`src/rtl/ram_port_arbiter_if.sv`:
```
// Bundles the two requester handshakes, their response ports and the RAM-side bus.
// The arbiter uses the slave view; the clients and the RAM sit on the master side.
interface ram_port_arbiter_if #(
    parameter int DATA_W = 8,
    parameter int ADDR_W = 6
);
    logic              req0_valid;
    logic              req0_we;
    logic [ADDR_W-1:0] req0_addr;
    logic [DATA_W-1:0] req0_wdata;
    logic              req0_ready;
    logic              rsp0_valid;
    logic [DATA_W-1:0] rsp0_rdata;

    logic              req1_valid;
    logic              req1_we;
    logic [ADDR_W-1:0] req1_addr;
    logic [DATA_W-1:0] req1_wdata;
    logic              req1_ready;
    logic              rsp1_valid;
    logic [DATA_W-1:0] rsp1_rdata;

    logic [DATA_W-1:0] ram_data;
    logic [ADDR_W-1:0] ram_addr;
    logic              ram_we;
    logic [DATA_W-1:0] ram_q;

    modport slave (
        input  req0_valid, req0_we, req0_addr, req0_wdata,
        input  req1_valid, req1_we, req1_addr, req1_wdata,
        input  ram_q,
        output req0_ready, rsp0_valid, rsp0_rdata,
        output req1_ready, rsp1_valid, rsp1_rdata,
        output ram_data, ram_addr, ram_we
    );

    modport master (
        output req0_valid, req0_we, req0_addr, req0_wdata,
        output req1_valid, req1_we, req1_addr, req1_wdata,
        output ram_q,
        input  req0_ready, rsp0_valid, rsp0_rdata,
        input  req1_ready, rsp1_valid, rsp1_rdata,
        input  ram_data, ram_addr, ram_we
    );
endinterface

```
`src/rtl/ram_port_arbiter.sv`:
```
// Round-robin arbiter sharing one single-port RAM between two requesters.
// One access is accepted per cycle; read data returns on the owner's response port two edges after accept.
module ram_port_arbiter #(
    parameter int DATA_W = 8,
    parameter int ADDR_W = 6
) (
    input  logic                 clk,
    input  logic                 rst,
    ram_port_arbiter_if.slave    bus
);
    logic              last_q, last_d;
    logic              gnt0, gnt1;
    logic              acc0, acc1;

    logic              iss_vld_p1_q, iss_vld_p1_d;
    logic              iss_we_p1_q, iss_we_p1_d;
    logic              iss_own_p1_q, iss_own_p1_d;
    logic [ADDR_W-1:0] iss_addr_p1_q, iss_addr_p1_d;
    logic [DATA_W-1:0] iss_data_p1_q, iss_data_p1_d;

    logic              cap_vld_p2_q, cap_vld_p2_d;
    logic              cap_own_p2_q, cap_own_p2_d;

    logic              rsp0_vld_q, rsp0_vld_d;
    logic              rsp1_vld_q, rsp1_vld_d;
    logic [DATA_W-1:0] rsp0_rdata_q, rsp0_rdata_d;
    logic [DATA_W-1:0] rsp1_rdata_q, rsp1_rdata_d;

    // A tie goes to whichever requester was not accepted last; nothing is accepted under reset.
    always_comb begin
        gnt1   = bus.req1_valid & (~bus.req0_valid | ~last_q);
        gnt0   = bus.req0_valid & ~gnt1;
        acc0   = gnt0 & ~rst;
        acc1   = gnt1 & ~rst;
        last_d = last_q;
        if (acc1) begin
            last_d = 1'b1;
        end else if (acc0) begin
            last_d = 1'b0;
        end
    end

    assign bus.req0_ready = acc0;
    assign bus.req1_ready = acc1;

    // Stage p1: issue register; address/data only reload on accept so the RAM bus holds when idle.
    always_comb begin
        iss_vld_p1_d  = acc0 | acc1;
        iss_we_p1_d   = iss_we_p1_q;
        iss_own_p1_d  = iss_own_p1_q;
        iss_addr_p1_d = iss_addr_p1_q;
        iss_data_p1_d = iss_data_p1_q;
        if (acc1) begin
            iss_we_p1_d   = bus.req1_we;
            iss_own_p1_d  = 1'b1;
            iss_addr_p1_d = bus.req1_addr;
            iss_data_p1_d = bus.req1_wdata;
        end else if (acc0) begin
            iss_we_p1_d   = bus.req0_we;
            iss_own_p1_d  = 1'b0;
            iss_addr_p1_d = bus.req0_addr;
            iss_data_p1_d = bus.req0_wdata;
        end
    end

    assign bus.ram_we   = iss_vld_p1_q & iss_we_p1_q;
    assign bus.ram_addr = iss_addr_p1_q;
    assign bus.ram_data = iss_data_p1_q;

    // Stage p2: the RAM has latched a read address; remember who owns the data arriving on ram_q.
    always_comb begin
        cap_vld_p2_d = iss_vld_p1_q & ~iss_we_p1_q;
        cap_own_p2_d = iss_own_p1_q;
    end

    // Stage p3: register ram_q into the owner's response port for a one-cycle pulse.
    always_comb begin
        rsp0_vld_d   = cap_vld_p2_q & ~cap_own_p2_q;
        rsp1_vld_d   = cap_vld_p2_q &  cap_own_p2_q;
        rsp0_rdata_d = rsp0_vld_d ? bus.ram_q : rsp0_rdata_q;
        rsp1_rdata_d = rsp1_vld_d ? bus.ram_q : rsp1_rdata_q;
    end

    assign bus.rsp0_valid = rsp0_vld_q;
    assign bus.rsp1_valid = rsp1_vld_q;
    assign bus.rsp0_rdata = rsp0_rdata_q;
    assign bus.rsp1_rdata = rsp1_rdata_q;

    always_ff @(posedge clk) begin
        if (rst) begin
            last_q        <= 1'b1;
            iss_vld_p1_q  <= 1'b0;
            iss_we_p1_q   <= 1'b0;
            iss_own_p1_q  <= 1'b0;
            iss_addr_p1_q <= '0;
            iss_data_p1_q <= '0;
            cap_vld_p2_q  <= 1'b0;
            cap_own_p2_q  <= 1'b0;
            rsp0_vld_q    <= 1'b0;
            rsp1_vld_q    <= 1'b0;
            rsp0_rdata_q  <= '0;
            rsp1_rdata_q  <= '0;
        end else begin
            last_q        <= last_d;
            iss_vld_p1_q  <= iss_vld_p1_d;
            iss_we_p1_q   <= iss_we_p1_d;
            iss_own_p1_q  <= iss_own_p1_d;
            iss_addr_p1_q <= iss_addr_p1_d;
            iss_data_p1_q <= iss_data_p1_d;
            cap_vld_p2_q  <= cap_vld_p2_d;
            cap_own_p2_q  <= cap_own_p2_d;
            rsp0_vld_q    <= rsp0_vld_d;
            rsp1_vld_q    <= rsp1_vld_d;
            rsp0_rdata_q  <= rsp0_rdata_d;
            rsp1_rdata_q  <= rsp1_rdata_d;
        end
    end
endmodule

```
`src/flat_wrapper.sv`:
```
// flat-port wrapper written by rule: the top's interface ports become plain ports
module ram_port_arbiter_flat 
#(
    parameter int DATA_W = 8,
    parameter int ADDR_W = 6
)
  (clk, rst, bus_req0_valid, bus_req0_we, bus_req0_addr, bus_req0_wdata, bus_req1_valid, bus_req1_we, bus_req1_addr, bus_req1_wdata, bus_ram_q, bus_req0_ready, bus_rsp0_valid, bus_rsp0_rdata, bus_req1_ready, bus_rsp1_valid, bus_rsp1_rdata, bus_ram_data, bus_ram_addr, bus_ram_we);
  ram_port_arbiter_if #(.DATA_W(DATA_W), .ADDR_W(ADDR_W)) bus_i ();
  input  logic clk;
  input  logic rst;
  input wire logic [$bits(bus_i.req0_valid)-1:0] bus_req0_valid;
  input wire logic [$bits(bus_i.req0_we)-1:0] bus_req0_we;
  input wire logic [$bits(bus_i.req0_addr)-1:0] bus_req0_addr;
  input wire logic [$bits(bus_i.req0_wdata)-1:0] bus_req0_wdata;
  input wire logic [$bits(bus_i.req1_valid)-1:0] bus_req1_valid;
  input wire logic [$bits(bus_i.req1_we)-1:0] bus_req1_we;
  input wire logic [$bits(bus_i.req1_addr)-1:0] bus_req1_addr;
  input wire logic [$bits(bus_i.req1_wdata)-1:0] bus_req1_wdata;
  input wire logic [$bits(bus_i.ram_q)-1:0] bus_ram_q;
  output wire logic [$bits(bus_i.req0_ready)-1:0] bus_req0_ready;
  output wire logic [$bits(bus_i.rsp0_valid)-1:0] bus_rsp0_valid;
  output wire logic [$bits(bus_i.rsp0_rdata)-1:0] bus_rsp0_rdata;
  output wire logic [$bits(bus_i.req1_ready)-1:0] bus_req1_ready;
  output wire logic [$bits(bus_i.rsp1_valid)-1:0] bus_rsp1_valid;
  output wire logic [$bits(bus_i.rsp1_rdata)-1:0] bus_rsp1_rdata;
  output wire logic [$bits(bus_i.ram_data)-1:0] bus_ram_data;
  output wire logic [$bits(bus_i.ram_addr)-1:0] bus_ram_addr;
  output wire logic [$bits(bus_i.ram_we)-1:0] bus_ram_we;
  assign bus_i.req0_valid = bus_req0_valid;
  assign bus_i.req0_we = bus_req0_we;
  assign bus_i.req0_addr = bus_req0_addr;
  assign bus_i.req0_wdata = bus_req0_wdata;
  assign bus_i.req1_valid = bus_req1_valid;
  assign bus_i.req1_we = bus_req1_we;
  assign bus_i.req1_addr = bus_req1_addr;
  assign bus_i.req1_wdata = bus_req1_wdata;
  assign bus_i.ram_q = bus_ram_q;
  assign bus_req0_ready = bus_i.req0_ready;
  assign bus_rsp0_valid = bus_i.rsp0_valid;
  assign bus_rsp0_rdata = bus_i.rsp0_rdata;
  assign bus_req1_ready = bus_i.req1_ready;
  assign bus_rsp1_valid = bus_i.rsp1_valid;
  assign bus_rsp1_rdata = bus_i.rsp1_rdata;
  assign bus_ram_data = bus_i.ram_data;
  assign bus_ram_addr = bus_i.ram_addr;
  assign bus_ram_we = bus_i.ram_we;
  ram_port_arbiter #(.DATA_W(DATA_W), .ADDR_W(ADDR_W)) u_core (.clk(clk), .rst(rst), .bus(bus_i));
endmodule
```
`config.mk`:
```
export PLATFORM = sky130hd
export DESIGN_NAME = ram_port_arbiter_flat
export DESIGN_NICKNAME = d
export VERILOG_FILES = /design/src/rtl/ram_port_arbiter_if.sv /design/src/rtl/ram_port_arbiter.sv /design/src/flat_wrapper.sv
export SDC_FILE = /design/constraint.sdc
export NUM_CORES = 1
export LEC_CHECK = 0
export CORE_MARGIN = 1.5
export CORE_UTILIZATION = 40
export CTS_BUF_LIST = sky130_fd_sc_hd__clkbuf_4
export DETAILED_ROUTE_END_ITERATION = 10
export PLACE_DENSITY = 0.8
export SKIP_CTS_REPAIR_TIMING = 1
export SLEW_MARGIN = 15
export SYNTH_ARGS = -nofsm -noshare
export SYNTH_HDL_FRONTEND = slang
export SYNTH_SLANG_ARGS = --single-unit
```
`constraint.sdc`:
```
create_clock -name clk -period 1.9 [get_ports clk]
set_clock_uncertainty 0.2 [all_clocks]
set_input_delay 0.38 -clock clk [delete_from_list [all_inputs] [get_ports clk]]
set_output_delay 0.38 -clock clk [all_outputs]
set_load 0.05 [all_outputs]
```
After elaboration in Yosys (flattened, before gate mapping)
Cells that the tools add are included.
{"block": "word_totals", "elab_cells": 38, "inputBits": 42, "reg_bits": 38}
{"block": "classes", "muxes": 8, "n_reduce_logical": 2, "bitwise": 16}
{"operator": "$mux 8", "n": 2}
{"operator": "$mux 6", "n": 2}
{"operator": "$and 1x1->1", "n": 8}
{"operator": "$not 1->1", "n": 6}
{"operator": "$mux 1", "n": 4}
{"operator": "$or 1x1->1", "n": 2}
{"operator": "$reduce_bool 2->1", "n": 1}
{"operator": "$reduce_or 2->1", "n": 1}

Longest topological paths before layout
Gate-level depths: netlist of the first run.
{"block": "logic_depth", "word_depth": 8, "ltp_mapped": 5, "depth_no_buf": 3}

Worst setup path before layout of the first run
Ideal clock, no wire load.
{"block": "synth_timing", "path_type": "input-to-output", "start": "input bus_req1_valid", "end": "output bus_req0_ready", "t_required_ns": 1.320, "slack_ns": 0.133, "path_stages": 4, "arrival_ns": 1.187, "path_buffers": 2, "cell_sequence": "buf_4 > buf_2 > a21oi_1 > and2_2"}
{"block": "synth_between", "elab_chain_len": 4}
{"element": "start: declaration", "line_no": "flat_wrapper.sv:15", "source": "input wire logic [$bits(bus_i.req1_valid)-1:0] bus_req1_valid;"}
{"element": "$and 1x1->1", "line_no": "ram_port_arbiter.sv:31", "source": "gnt1 = bus.req1_valid & (~bus.req0_valid | ~last_q);"}
{"element": "$not 1->1", "line_no": "ram_port_arbiter.sv:32", "source": "gnt0 = bus.req0_valid & ~gnt1;"}
{"element": "$and 1x1->1", "line_no": "ram_port_arbiter.sv:32"}
{"element": "$and 1x1->1", "line_no": "ram_port_arbiter.sv:33", "source": "acc0 = gnt0 & ~rst;"}
{"element": "end: declaration", "line_no": "flat_wrapper.sv:20", "source": "output wire logic [$bits(bus_i.req0_ready)-1:0] bus_req0_ready;"}
Every way passes these cells.

Final worst setup path of the first run
{"block": "layout_timing", "start": "register u_core.last_q", "end": "output bus_req0_ready"}
{"block": "layout_between", "elab_chain_len": 6}
{"element": "start: declaration", "line_no": "ram_port_arbiter.sv:11", "source": "logic last_q, last_d;"}
{"element": "start signal: assignment", "line_no": "ram_port_arbiter.sv:104", "source": "last_q <= last_d;"}
{"element": "$not 1->1", "line_no": "ram_port_arbiter.sv:31"}
{"element": "$or 1x1->1", "line_no": "ram_port_arbiter.sv:31"}
{"element": "$and 1x1->1", "line_no": "ram_port_arbiter.sv:31"}
{"element": "$not 1->1", "line_no": "ram_port_arbiter.sv:32"}
{"element": "$and 1x1->1", "line_no": "ram_port_arbiter.sv:32"}
{"element": "$and 1x1->1", "line_no": "ram_port_arbiter.sv:33"}
Every way passes these cells.

==> results of run 1 <==
[synthesized netlist by cell type (2+ instances only)]
cell / instances
sky130_fd_sc_hd__a2111oi_0: 6
sky130_fd_sc_hd__a2111oi_2: 8
sky130_fd_sc_hd__a21oi_1: 17
sky130_fd_sc_hd__a221o_1: 15
sky130_fd_sc_hd__buf_2: 7
sky130_fd_sc_hd__buf_4: 3
sky130_fd_sc_hd__clkbuf_1: 2
sky130_fd_sc_hd__dfxtp_1: 38
sky130_fd_sc_hd__inv_1: 15
sky130_fd_sc_hd__inv_2: 3
sky130_fd_sc_hd__nand2_1: 25
sky130_fd_sc_hd__nand3_1: 8
sky130_fd_sc_hd__nor2_1: 4
sky130_fd_sc_hd__nor2b_1: 2
[layout by cell type, fill, tap and decap left out]
| cell type | n |
|---|---|
| sky130_fd_sc_hd__a2111oi_1 | 1 |
| sky130_fd_sc_hd__nor3_2 | 1 |
| sky130_fd_sc_hd__inv_2 | 3 |
| sky130_fd_sc_hd__a21o_2 | 1 |
| sky130_fd_sc_hd__dfxtp_1 | 37 |
| sky130_fd_sc_hd__clkbuf_4 | 6 |
| sky130_fd_sc_hd__nor2b_1 | 2 |
| sky130_fd_sc_hd__nand2b_1 | 1 |
| sky130_fd_sc_hd__a2111oi_0 | 6 |
| sky130_fd_sc_hd__clkinv_2 | 1 |
| sky130_fd_sc_hd__a21oi_1 | 17 |
| sky130_fd_sc_hd__nor3b_1 | 1 |
| sky130_fd_sc_hd__buf_4 | 41 |
| sky130_fd_sc_hd__clkinv_1 | 1 |
| sky130_fd_sc_hd__a211oi_4 | 1 |
| sky130_fd_sc_hd__buf_12 | 3 |
| sky130_fd_sc_hd__clkdlybuf4s50_1 | 38 |
| sky130_fd_sc_hd__inv_1 | 15 |
| sky130_fd_sc_hd__nor2_1 | 4 |
| sky130_fd_sc_hd__and2_1 | 1 |
| sky130_fd_sc_hd__dfxtp_2 | 1 |
| sky130_fd_sc_hd__nand2_1 | 25 |
| sky130_fd_sc_hd__dlymetal6s2s_1 | 3 |
| sky130_fd_sc_hd__o21ai_0 | 1 |
| sky130_fd_sc_hd__a221o_1 | 15 |
| sky130_fd_sc_hd__and2_2 | 1 |
| sky130_fd_sc_hd__nand3_1 | 8 |
| sky130_fd_sc_hd__a2111oi_2 | 8 |
[worst register-to-register path: stages, from the launching register on]
cell and delay (ns):
sky130_fd_sc_hd__dfxtp_2 0.39, sky130_fd_sc_hd__inv_2 0.04, sky130_fd_sc_hd__buf_4 0.20, sky130_fd_sc_hd__a2111oi_0 0.47
sky130_fd_sc_hd__a221o_1 0.17
[power breakdown]
group,switching [uW],internal (uW),leakage (uW)
clock,256,153,0.0000331
combinational,244,185,0.000661
sequential,27.1,840,0.000311
total,527,1180,0.00101
[metal layers]
layer,GRT usage (%),up-vias,wire length [um]
met5,0,-,0
met4,7.03,0,46
met3,5.82,5,321
met2,33.4,58,1930
met1,23.5,645,1640
li1,-,743,-
[through the flow]
step | util, % | area, um2
floorplan | - | 1560
global placement | 62.8 | 2320
detailed placement | 62.8 | 2320
CTS | 64.3 | 2370
global route | 64.5 | 2380
finish | 64.5 | 2380
[logic make-up (layout without fill, tap and decap cells)]
logic type,after synthesis,in the layout,synth area share (%)
buffers and inverters,32,111,9.47
AOI/OAI and AO/OA,50,50,29.0
DFF,38,38,48.8
and+or+nand+nor,44,44,12.8
[area by class of cell]
cell class,count,share of cell area (%)
Sequential cell,38,32.0
Clock buffer,6,1.89
Tap cell,48,2.52
Timing Repair Buffer,85,33.0
Inverter,18,2.84
Clock inverter,2,0.368
Multi-Input combinational cell,94,27.3
[how the worst max path moves through the flow]
stage	end	cells past startpoint
global route	bus_req0_ready	4
detailed placement	u_core.bus.ram_data[7]	3
global placement	u_core.bus.ram_data[4]	3
floorplan	bus_req0_ready	4
finish	bus_req0_ready	4
CTS	bus_req1_ready	4
[state kept, by name, summed over array words and instances (netlist names)]
register,count
u_core.cap_own_p2_q,1
u_core.bus.rsp0_rdata,8
u_core.bus.ram_data,8
u_core.iss_we_p1_q,1
u_core.last_q,1
u_core.cap_vld_p2_q,1
u_core.bus.rsp1_rdata,8
u_core.bus.ram_addr,6
u_core.bus.rsp1_valid,1
u_core.bus.rsp0_valid,1
u_core.cap_own_p2_d,1
u_core.iss_vld_p1_q,1
==> load_flow_metrics.sql, run 1 <==
INSERT INTO impl_metrics (metric_group, metric, value, unit) VALUES
('outcome', 'run_status', 'completed', ''),
('power_and_ir_drop', 'leakage', '0.00101', 'uW'),
('die', 'fp.dieArea', '4280', 'um2'),
('sta', 'timing_max_transition_violations_final', '0', ''),
('yosys', 'portion_of_synthesized_cell_area_occupied_by_the_leading_cell_type', '48.8', '%'),
('yosys', 'syn_area_per_cell', '9.51', 'um2'),
('worst_setup_path', 'r2r_end', 'u_core.bus.ram_data[4]', ''),
('placed_design', 'dp_hpwl', '2930', 'um'),
('sta', 'unrepaired_setup_endpoints_after_global_routing', 'no', ''),
('die', 'boundaryPins', '77', ''),
('die', 'die_w', '65.4', 'um'),
('yosys', 'yosysWarnings', '0', ''),
('cells_and_area', 'layout_fillers', '331', ''),
('worst_setup_path', 'critPathBufInv', '2', ''),
('clock_tree', 'cts.reportedPaths.clkPinSlew', '0.11', 'ns'),
('hold_path', 'hold-path-cell-count', '3', ''),
('worst_setup_path', 'timing.setup.critical_path_class', 'flop to primary output', ''),
('die', 'core_ar', '3690', 'um2'),
('sta', 'final-setup-viol-count', '0', ''),
('clock_tree', 'clock_sinks', '38', ''),
('worst_setup_path', 'cp_top_family', 'flip-flops', ''),
('drt', 'final_routed_wirelength_across_all_metal_layers', '3940', 'um'),
('worst_setup_path', 'worstReg2RegStart', 'u_core.last_q', ''),
('yosys', 'fraction_of_registers_with_async_set_or_reset_after_synthesis', '0', '%'),
('worst_setup_path', 'start_kind', 'flop', ''),
('clock_tree', 'clock_latency', '0.34', 'ns'),
('worst_setup_path', 'type_of_element_capturing_the_critical_path', 'primary output', ''),
('sta', 'timing_worst_slew_pin_value', '0.940', 'ns'),
('global_routing', 'grt_overflow', '0', ''),
('yosys', 'synthesis.nets', '206', ''),
('worst_setup_path', 'setup_slack_on_the_worst_flop_to_flop_path', '0.37', 'ns'),
('sta', 'max_slew_margin', '37.0', '%'),
('yosys', 'yosys.cell_types.count', '25', ''),
('clock_tree', 'max-clock-path-buffers', '2', ''),
('global_routing', 'globalRouteTotalUtil', '19.7', '%'),
('clock_tree', 'clockRootBuffer', 'sky130_fd_sc_hd__clkbuf_4', ''),
('power_and_ir_drop', 'powerDensity', '716', 'nW/um2'),
('yosys', 'post_synth_inst_count', '164', ''),
('hold_path', 'min_from', 'rst', ''),
('clock_tree', 'cts_made_buffers', '5', ''),
('hold_path', 'hp-class', 'input port to flop', ''),
('cells_and_area', 'post_layout_nonfiller_instances', '291', ''),
('drt', 'drtIter0Drc', '68', ''),
('die', 'num_rows', '22', ''),
('drt', 'route.vias.total', '1451', ''),
('hold_path', 'hold_path_end', 'u_core.last_q', ''),
('power_and_ir_drop', 'power_after_layout', '1700', 'uW'),
('worst_setup_path', 'worst_path_largest_cell_delay', '0.39', 'ns'),
('clock_tree', 'cts_tree', 'built', ''),
('yosys', 'synth.top_cells.by_area', 'sky130_fd_sc_hd__dfxtp_1 49%, sky130_fd_sc_hd__a221o_1 9.6%, sky130_fd_sc_hd__a2111oi_2 7.7%, sky130_fd_sc_hd__nand2_1 6.0%, sky130_fd_sc_hd__a21oi_1 5.5%', ''),
('placed_design', 'gp_congestion', '0.737', ''),
('cells_and_area', 'area_of_the_multi_input_gates', '651', 'um2'),
('cells_and_area', 'flow.area_growth_from_synthesis', '52.6', '%'),
('global_routing', 'grt_first_pass_wirelength', '6470', 'um'),
('power_and_ir_drop', 'vdd_ir_drop_max', '0.305', 'mV'),
('global_routing', 'grt_max_degree', '21', ''),
('sta', 'layout_min_cycle_time', '1.83', 'ns'),
('global_routing', 'first_global_vias', '1460', ''),
('worst_setup_path', 'startpoint', 'u_core.last_q', ''),
('worst_setup_path', 'ff2ff_path_depth', '4', ''),
('drt', 'wl_per_cell', '13.5', 'um'),
('sta', 'fin_tns_setup', '0', 'ns'),
('yosys', 'synth_seq_cells', '38', ''),
('clock_tree', 'h_tree_lvls', '2', ''),
('global_routing', 'antenna_found_initial', '0', ''),
('sta', 'final_hold_violating_endpoints', '0', ''),
('cells_and_area', 'nets', '284', ''),
('yosys', 'netlist.top_cell.by_area', 'sky130_fd_sc_hd__dfxtp_1', ''),
('sta', 'finalHoldWorstSlack', '0.177', 'ns'),
('drt', 'drt_drc_violations_left', '0', ''),
('drt', 'average_via_count_per_standard_cell', '4.99', '');
No activity file was read; power rests on OpenSTA's default activity.
==> run 2: changes to the inputs <==
--- a/config.mk
+++ b/config.mk
@@ -9,6 +9,7 @@
 export CORE_UTILIZATION = 40
 export CTS_BUF_LIST = sky130_fd_sc_hd__clkbuf_4
 export DETAILED_ROUTE_END_ITERATION = 10
+export MAX_ROUTING_LAYER = met4
 export PLACE_DENSITY = 0.8
 export SKIP_CTS_REPAIR_TIMING = 1
 export SLEW_MARGIN = 15
==> run 2 against run 1 <==
  * Utilization stayed put
  * Final area unchanged
  * Die area is the same
  * Flip-flop and latch count unchanged
  * Setup slack lost 0.0078 ns
  * Register-to-register slack about the same
  * Critical path depth unchanged
  * Combinational power hardly changed
  * Global-route usage is 0.53 points higher
  * First-iteration DRC count grew 35%
  * Clock power barely moved
  * Via count is 1.2% higher
  * Critical path type unchanged
  * Largest power group unchanged
  * Highest routed layer unchanged
==> load_flow_metrics.sql, run 2 (synthesized netlist as in run 1, its figures left out) <==
INSERT INTO impl_metrics (metric_group, metric, value, unit) VALUES
('outcome', 'run_status', 'completed', ''),
('drt', 'wl_per_cell', '13.5', 'um'),
('drt', 'final_routed_wirelength_across_all_metal_layers', '3940', 'um'),
('drt', 'detail_route.first_pass.iterations', '4', ''),
('sta', 'timing_worst_slew_pin_value', '0.942', 'ns'),
('global_routing', 'grt_overflow', '0', ''),
('global_routing', 'grt_max_degree', '21', ''),
('drt', 'detail-route-antenna-nets', '0', ''),
('sta', 'final_hold_violating_endpoints', '0', ''),
('sta', 'layout_min_cycle_time', '1.83', 'ns'),
('sta', 'timing_max_transition_violations_final', '0', ''),
('die', 'fp.dieArea', '4280', 'um2'),
('clock_tree', 'cts_made_buffers', '5', ''),
('drt', 'drtIter0Drc', '92', ''),
('drt', 'route.vias.total', '1469', ''),
('clock_tree', 'cts_tree', 'built', ''),
('placed_design', 'port-buffer-count', '76', ''),
('cells_and_area', 'layout_fillers', '331', ''),
('global_routing', 'globalRouteTotalUtil', '20.2', '%'),
('cells_and_area', 'drive_gt1_share', '27.6', '%'),
('sta', 'finalHoldWorstSlack', '0.179', 'ns'),
('cells_and_area', 'area.sequential', '762', 'um2'),
('global_routing', 'grt_first_pass_wirelength', '6460', 'um'),
('sta', 'worst_setup_slack_final', '0.0664', 'ns'),
('sta', 'max_slew_margin', '36.8', '%'),
('sta', 'post-route-period-util', '96.5', '%'),
('die', 'die_h', '65.4', 'um'),
('worst_setup_path', 'critPathMaxFanout', '2', ''),
('sta', 'unrepaired_setup_endpoints_after_global_routing', 'no', ''),
('cells_and_area', 'flow.area_growth_from_synthesis', '52.6', '%'),
('drt', 'drt_drc_violations_left', '0', ''),
('cells_and_area', 'antenna_cells_inserted', '0', ''),
('job', 'maxCapViolations', '0', ''),
('worst_setup_path', 'timing.setup.critical_path_class', 'flop to primary output', ''),
('die', 'core_ar', '3690', 'um2'),
('sta', 'max_clock_freq', '0.545', 'GHz'),
('placed_design', 'dp_hpwl', '2930', 'um'),
('worst_setup_path', 'cp_data_arrival_time', '1.25', 'ns'),
('hold_path', 'hp-class', 'input port to flop', ''),
('placed_design', 'gp_congestion', '0.746', ''),
('global_routing', 'first_global_vias', '1463', ''),
('cells_and_area', 'nets', '284', ''),
('global_routing', 'antenna_found_initial', '0', ''),
('placed_design', 'post-place-ws', '-0.409', 'ns'),
('sta', 'fin_tns_setup', '0', 'ns'),
('power_and_ir_drop', 'powerDensity', '717', 'nW/um2'),
('power_and_ir_drop', 'leakage', '0.00101', 'uW'),
('die', 'die_w', '65.4', 'um'),
('die', 'initial_utilization', '42.3', '%'),
('worst_setup_path', 'type_of_element_capturing_the_critical_path', 'primary output', ''),
('clock_tree', 'max-clock-path-buffers', '2', ''),
('power_and_ir_drop', 'power_after_layout', '1710', 'uW'),
('cells_and_area', 'commonest_non_fill_non_tap_cell_in_the_layout', 'sky130_fd_sc_hd__buf_4', ''),
('die', 'num_rows', '22', ''),
('drt', 'average_via_count_per_standard_cell', '5.05', ''),
('clock_tree', 'h_tree_lvls', '2', ''),
('die', 'boundaryPins', '77', ''),
('worst_setup_path', 'start_kind', 'flop', ''),
('worst_setup_path', 'cp.required', '1.32', 'ns'),
('cells_and_area', 'area_of_the_multi_input_gates', '651', 'um2'),
('power_and_ir_drop', 'vdd_ir_drop_max', '0.305', 'mV'),
('sta', 'final-setup-viol-count', '0', ''),
('clock_tree', 'clock_latency', '0.34', 'ns'),
('cells_and_area', 'layout_common_cells', '41 x sky130_fd_sc_hd__buf_4, 38 x sky130_fd_sc_hd__clkdlybuf4s50_1, 37 x sky130_fd_sc_hd__dfxtp_1, 25 x sky130_fd_sc_hd__nand2_1, 17 x sky130_fd_sc_hd__a21oi_1', ''),
('clock_tree', 'clock_sinks', '38', ''),
('clock_tree', 'cts.reportedPaths.clkPinSlew', '0.11', 'ns'),
('clock_tree', 'clockRootBuffer', 'sky130_fd_sc_hd__clkbuf_4', '');
[run 2: cell counts in the layout (fill, tap and decap cells not counted)]
Identical to the previous run, type by type.
[run 2: final timing paths]
path / from / endpoint / slack (ns) / cells past startpoint
worst min-delay path: rst / u_core.last_q / 0.18 / 3
worst max register to register: u_core.last_q / u_core.bus.ram_data[4] / 0.37 / 4
worst max-delay path: u_core.last_q / bus_req0_ready / 0.07 / 4
worst min register to register: u_core.iss_we_p1_q / u_core.cap_vld_p2_q / 0.25 / 1
[run 2: report_power, final]
| group | leakage [uW] | total (uW) | switching (uW) | internal, uW |
|---|---|---|---|---|
| sequential | 0.000311 | 867 | 27.1 | 840 |
| combinational | 0.000661 | 430 | 245 | 185 |
| clock | 0.0000331 | 410 | 257 | 153 |
[run 2: area by class of cell]
type                            instances  area share, %
Tap cell                               48           2.52
Clock buffer                            6           1.89
Timing Repair Buffer                   85           33.0
Sequential cell                        38           32.0
Inverter                               18           2.84
Multi-Input combinational cell         94           27.3
Clock inverter                          2          0.368
[run 2: through the flow]
stage | area (um2) | utilization (%) | std cells
after floorplan | 1560 | - | 164
after global placement | 2320 | 62.8 | 283
after detailed placement | 2320 | 62.8 | 283
after CTS | 2370 | 64.3 | 291
after global routing | 2380 | 64.5 | 291
final | 2380 | 64.5 | 291
[run 2: layer usage]
metal | vias up | global-route usage [%] | routed length, um
met5 | - | - | 0
met4 | 0 | 7.03 | 45
met3 | 5 | 4.79 | 275
met2 | 64 | 33.4 | 1950
met1 | 657 | 24.1 | 1670
li1 | 743 | - | -
[run 2: worst max-delay path, cell delays in order, from the launching register on]
cell and delay (ns):
sky130_fd_sc_hd__dfxtp_2 0.39, sky130_fd_sc_hd__inv_2 0.04, sky130_fd_sc_hd__a21oi_1 0.15, sky130_fd_sc_hd__and2_2 0.19, sky130_fd_sc_hd__buf_12 0.14
==> run 3: changes to the inputs <==
--- a/config.mk
+++ b/config.mk
@@ -6,11 +6,11 @@
 export NUM_CORES = 1
 export LEC_CHECK = 0
 export CORE_MARGIN = 1.5
-export CORE_UTILIZATION = 40
+export CORE_UTILIZATION = 44
 export CTS_BUF_LIST = sky130_fd_sc_hd__clkbuf_4
 export DETAILED_ROUTE_END_ITERATION = 10
 export MAX_ROUTING_LAYER = met4
-export PLACE_DENSITY = 0.8
+export PLACE_DENSITY = 0.86
 export SKIP_CTS_REPAIR_TIMING = 1
 export SLEW_MARGIN = 15
 export SYNTH_ARGS = -nofsm -noshare
==> constraint.sdc (replaced) <==
create_clock -name clk -period 2.2 [get_ports clk]
set_clock_uncertainty 0.2 [all_clocks]
set_input_delay 0.44 -clock clk [delete_from_list [all_inputs] [get_ports clk]]
set_output_delay 0.44 -clock clk [all_outputs]
set_load 0.05 [all_outputs]
==> run 3 against run 2 <==
  * Non-clock buffer count shrank 4
  * Global-route usage grew 1.6 points
  * Highest routed layer unchanged
  * Clock-buffer cell count is the same
  * Setup slack lost 0.014 ns
  * Final area grew 2.1%
  * Cell count shrank 2.1%
==> load_flow_metrics.sql, run 3 (synthesized netlist as in run 1, its figures left out) <==
INSERT INTO impl_metrics (metric_group, metric, value, unit) VALUES
('sta', 'fin_tns_setup', '0', 'ns'),
('drt', 'drtIter0Drc', '85', ''),
('power_and_ir_drop', 'netSwitchingFraction', '30.5', '%'),
('worst_setup_path', 'worstPathCellList', 'clkdlybuf4s50_1', ''),
('power_and_ir_drop', 'powerDensity', '604', 'nW/um2'),
('worst_setup_path', 'worst_path_slowest_cell', 'sky130_fd_sc_hd__clkdlybuf4s50_1', ''),
('sta', 'worst_setup_slack_final', '0.0527', 'ns'),
('sta', 'final-setup-viol-count', '0', ''),
('worst_setup_path', 'cp_data_arrival_time', '1.51', 'ns'),
('drt', 'detail-route-antenna-nets', '0', ''),
('cells_and_area', 'flow.area_growth_from_synthesis', '55.8', '%'),
('power_and_ir_drop', 'pwr-share-comb', '25.2', '%'),
('clock_tree', 'cts_made_buffers', '5', ''),
('placed_design', 'post-place-ws', '-0.137', 'ns'),
('drt', 'wl_per_cell', '13.6', 'um'),
('worst_setup_path', 'start_kind', 'flop', ''),
('cells_and_area', 'area_of_the_multi_input_gates', '651', 'um2'),
('power_and_ir_drop', 'cell_internal_pwr', '1020', 'uW'),
('drt', 'average_via_count_per_standard_cell', '5.19', ''),
('placed_design', 'dp_hpwl', '2840', 'um'),
('clock_tree', 'clockRootBuffer', 'sky130_fd_sc_hd__clkbuf_4', ''),
('sta', 'layout_min_cycle_time', '2.15', 'ns'),
('global_routing', 'grt_first_pass_wirelength', '6580', 'um'),
('placed_design', 'gp_congestion', '0.862', ''),
('outcome', 'run_status', 'completed', ''),
('job', 'maxCapViolations', '0', ''),
('worst_setup_path', 'worst_path_largest_cell_delay', '0.82', 'ns'),
('worst_setup_path', 'timing.setup.critical_path_class', 'flop to primary output', ''),
('clock_tree', 'clock_sinks', '38', ''),
('clock_tree', 'cts.reportedPaths.clkPinSlew', '0.11', 'ns'),
('worst_setup_path', 'critPathBufInv', '1', ''),
('global_routing', 'first_global_vias', '1440', ''),
('clock_tree', 'max-clock-path-buffers', '2', ''),
('worst_setup_path', 'type_of_element_capturing_the_critical_path', 'primary output', ''),
('cells_and_area', 'layout_fillers', '273', ''),
('clock_tree', 'clock_latency', '0.34', 'ns'),
('cells_and_area', 'area.sequential', '761', 'um2'),
('global_routing', 'antenna_found_initial', '0', ''),
('worst_setup_path', 'cp.required', '1.56', 'ns'),
('drt', 'route.vias.total', '1480', ''),
('sta', 'unrepaired_setup_endpoints_after_global_routing', 'no', ''),
('die', 'die_h', '62.5', 'um'),
('cells_and_area', 'final_util', '72.2', '%'),
('clock_tree', 'h_tree_lvls', '2', ''),
('power_and_ir_drop', 'vdd_ir_drop_max', '0.320', 'mV'),
('sta', 'max_clock_freq', '0.466', 'GHz'),
('drt', 'drt_drc_violations_left', '0', ''),
('die', 'num_rows', '21', ''),
('power_and_ir_drop', 'leakage', '0.00102', 'uW'),
('sta', 'post-route-period-util', '97.6', '%'),
('drt', 'final_routed_wirelength_across_all_metal_layers', '3880', 'um'),
('global_routing', 'globalRouteTotalUtil', '21.8', '%'),
('die', 'die_w', '62.5', 'um'),
('cells_and_area', 'layout_common_cells', '63 x sky130_fd_sc_hd__clkdlybuf4s50_1, 38 x sky130_fd_sc_hd__dfxtp_1, 25 x sky130_fd_sc_hd__nand2_1, 17 x sky130_fd_sc_hd__a21oi_1', ''),
('sta', 'max_slew_margin', '37.1', '%'),
('sta', 'timing_max_transition_violations_final', '0', ''),
('clock_tree', 'cts_tree', 'built', ''),
('die', 'initial_utilization', '46.4', '%'),
('worst_setup_path', 'cp_top_family', 'buffers and inverters', ''),
('cells_and_area', 'antenna_cells_inserted', '0', ''),
('global_routing', 'grt_max_degree', '31', ''),
('hold_path', 'hp-class', 'input port to flop', ''),
('power_and_ir_drop', 'power_after_layout', '1470', 'uW'),
('sta', 'final_hold_violating_endpoints', '0', ''),
('die', 'boundaryPins', '77', ''),
('cells_and_area', 'commonest_non_fill_non_tap_cell_in_the_layout', 'sky130_fd_sc_hd__clkdlybuf4s50_1', ''),
('die', 'fp.dieArea', '3910', 'um2'),
('power_and_ir_drop', 'power_switching', '447', 'uW'),
('power_and_ir_drop', 'relative_contribution_of_the_clock_network_to_total_power', '23.6', '%'),
('power_and_ir_drop', 'p_seq_share', '51.1', '%'),
('sta', 'timing_worst_slew_pin_value', '0.938', 'ns'),
('drt', 'detail_route.first_pass.iterations', '4', ''),
('die', 'core_ar', '3360', 'um2'),
('placed_design', 'port-buffer-count', '76', ''),
('worst_setup_path', 'critPathMaxFanout', '2', ''),
('global_routing', 'grt_overflow', '0', ''),
('cells_and_area', 'nets', '280', ''),
('cells_and_area', 'drive_gt1_share', '13.0', '%');
==> run 3: changes by cell type in the layout (fill, tap and decap cells not counted) <==
cell,before,now
sky130_fd_sc_hd__dlymetal6s2s_1,3,9
sky130_fd_sc_hd__buf_4,41,7
sky130_fd_sc_hd__dfxtp_1,37,38
sky130_fd_sc_hd__buf_12,3,2
sky130_fd_sc_hd__dfxtp_2,1,0
sky130_fd_sc_hd__inv_2,3,2
sky130_fd_sc_hd__inv_4,0,1
sky130_fd_sc_hd__clkdlybuf4s50_1,38,63
==> run 3: worst paths after layout <==
check | to | cells past startpoint | slack (ns) | start
min reg2reg | u_core.bus.rsp0_rdata[5] | 2 | 0.26 | u_core.bus.rsp0_rdata[5]
min | u_core.last_q | 3 | 0.26 | rst
max reg2reg | u_core.bus.ram_data[2] | 3 | 0.67 | u_core.last_q
max | bus_ram_addr[0] | 1 | 0.05 | u_core.bus.ram_addr[0]
==> run 3: per-stage QoR <==
stage                     instance area (um2)  hold slack, ns  std cells
after CTS                                2400           0.262        285
after global placement                   2350           0.232        277
after detailed placement                 2350           0.247        277
after global routing                     2430           0.262        285
after floorplan                          1560           0.214        164
final                                    2430           0.256        285
==> run 3: final cells by class <==
| class | instances | area share [%] |
|---|---|---|
| clock buffer | 6 | 1.85 |
| multi-input combinational | 94 | 26.8 |
| tap | 46 | 2.37 |
| sequential | 38 | 31.3 |
| clock inverter | 2 | 0.361 |
| timing repair buffer | 81 | 34.4 |
| inverter | 18 | 2.89 |
==> run 3: power groups by stage <==
stage               clock (uW)  sequential (uW)  combinational, uW
finish                     347              750                370
global route               396              756                389
CTS                        361              750                372
detailed placement           0              764                372
global placement             0              764                367
floorplan                    0              860                114
==> run 3: layer usage <==
| metal | up-vias | GRT usage (%) | wire length (um) | part of all wire (%) |
|---|---|---|---|---|
| li1 | 736 | - | - | - |
| met1 | 675 | 26.3 | 1680 | 43 |
| met2 | 62 | 34.8 | 1890 | 49 |
| met3 | 7 | 7.03 | 263 | 6.8 |
| met4 | 0 | 6.67 | 46 | 1.2 |
| met5 | - | - | 0 | 0 |
==> run 3: worst min-delay path, delay by kind of cell <==
| kind | cells | cell delay (ns) |
|---|---|---|
| buffers and inverters | 1 | 0.17 |
| AOI/OAI and AO/OA | 2 | 0.16 |
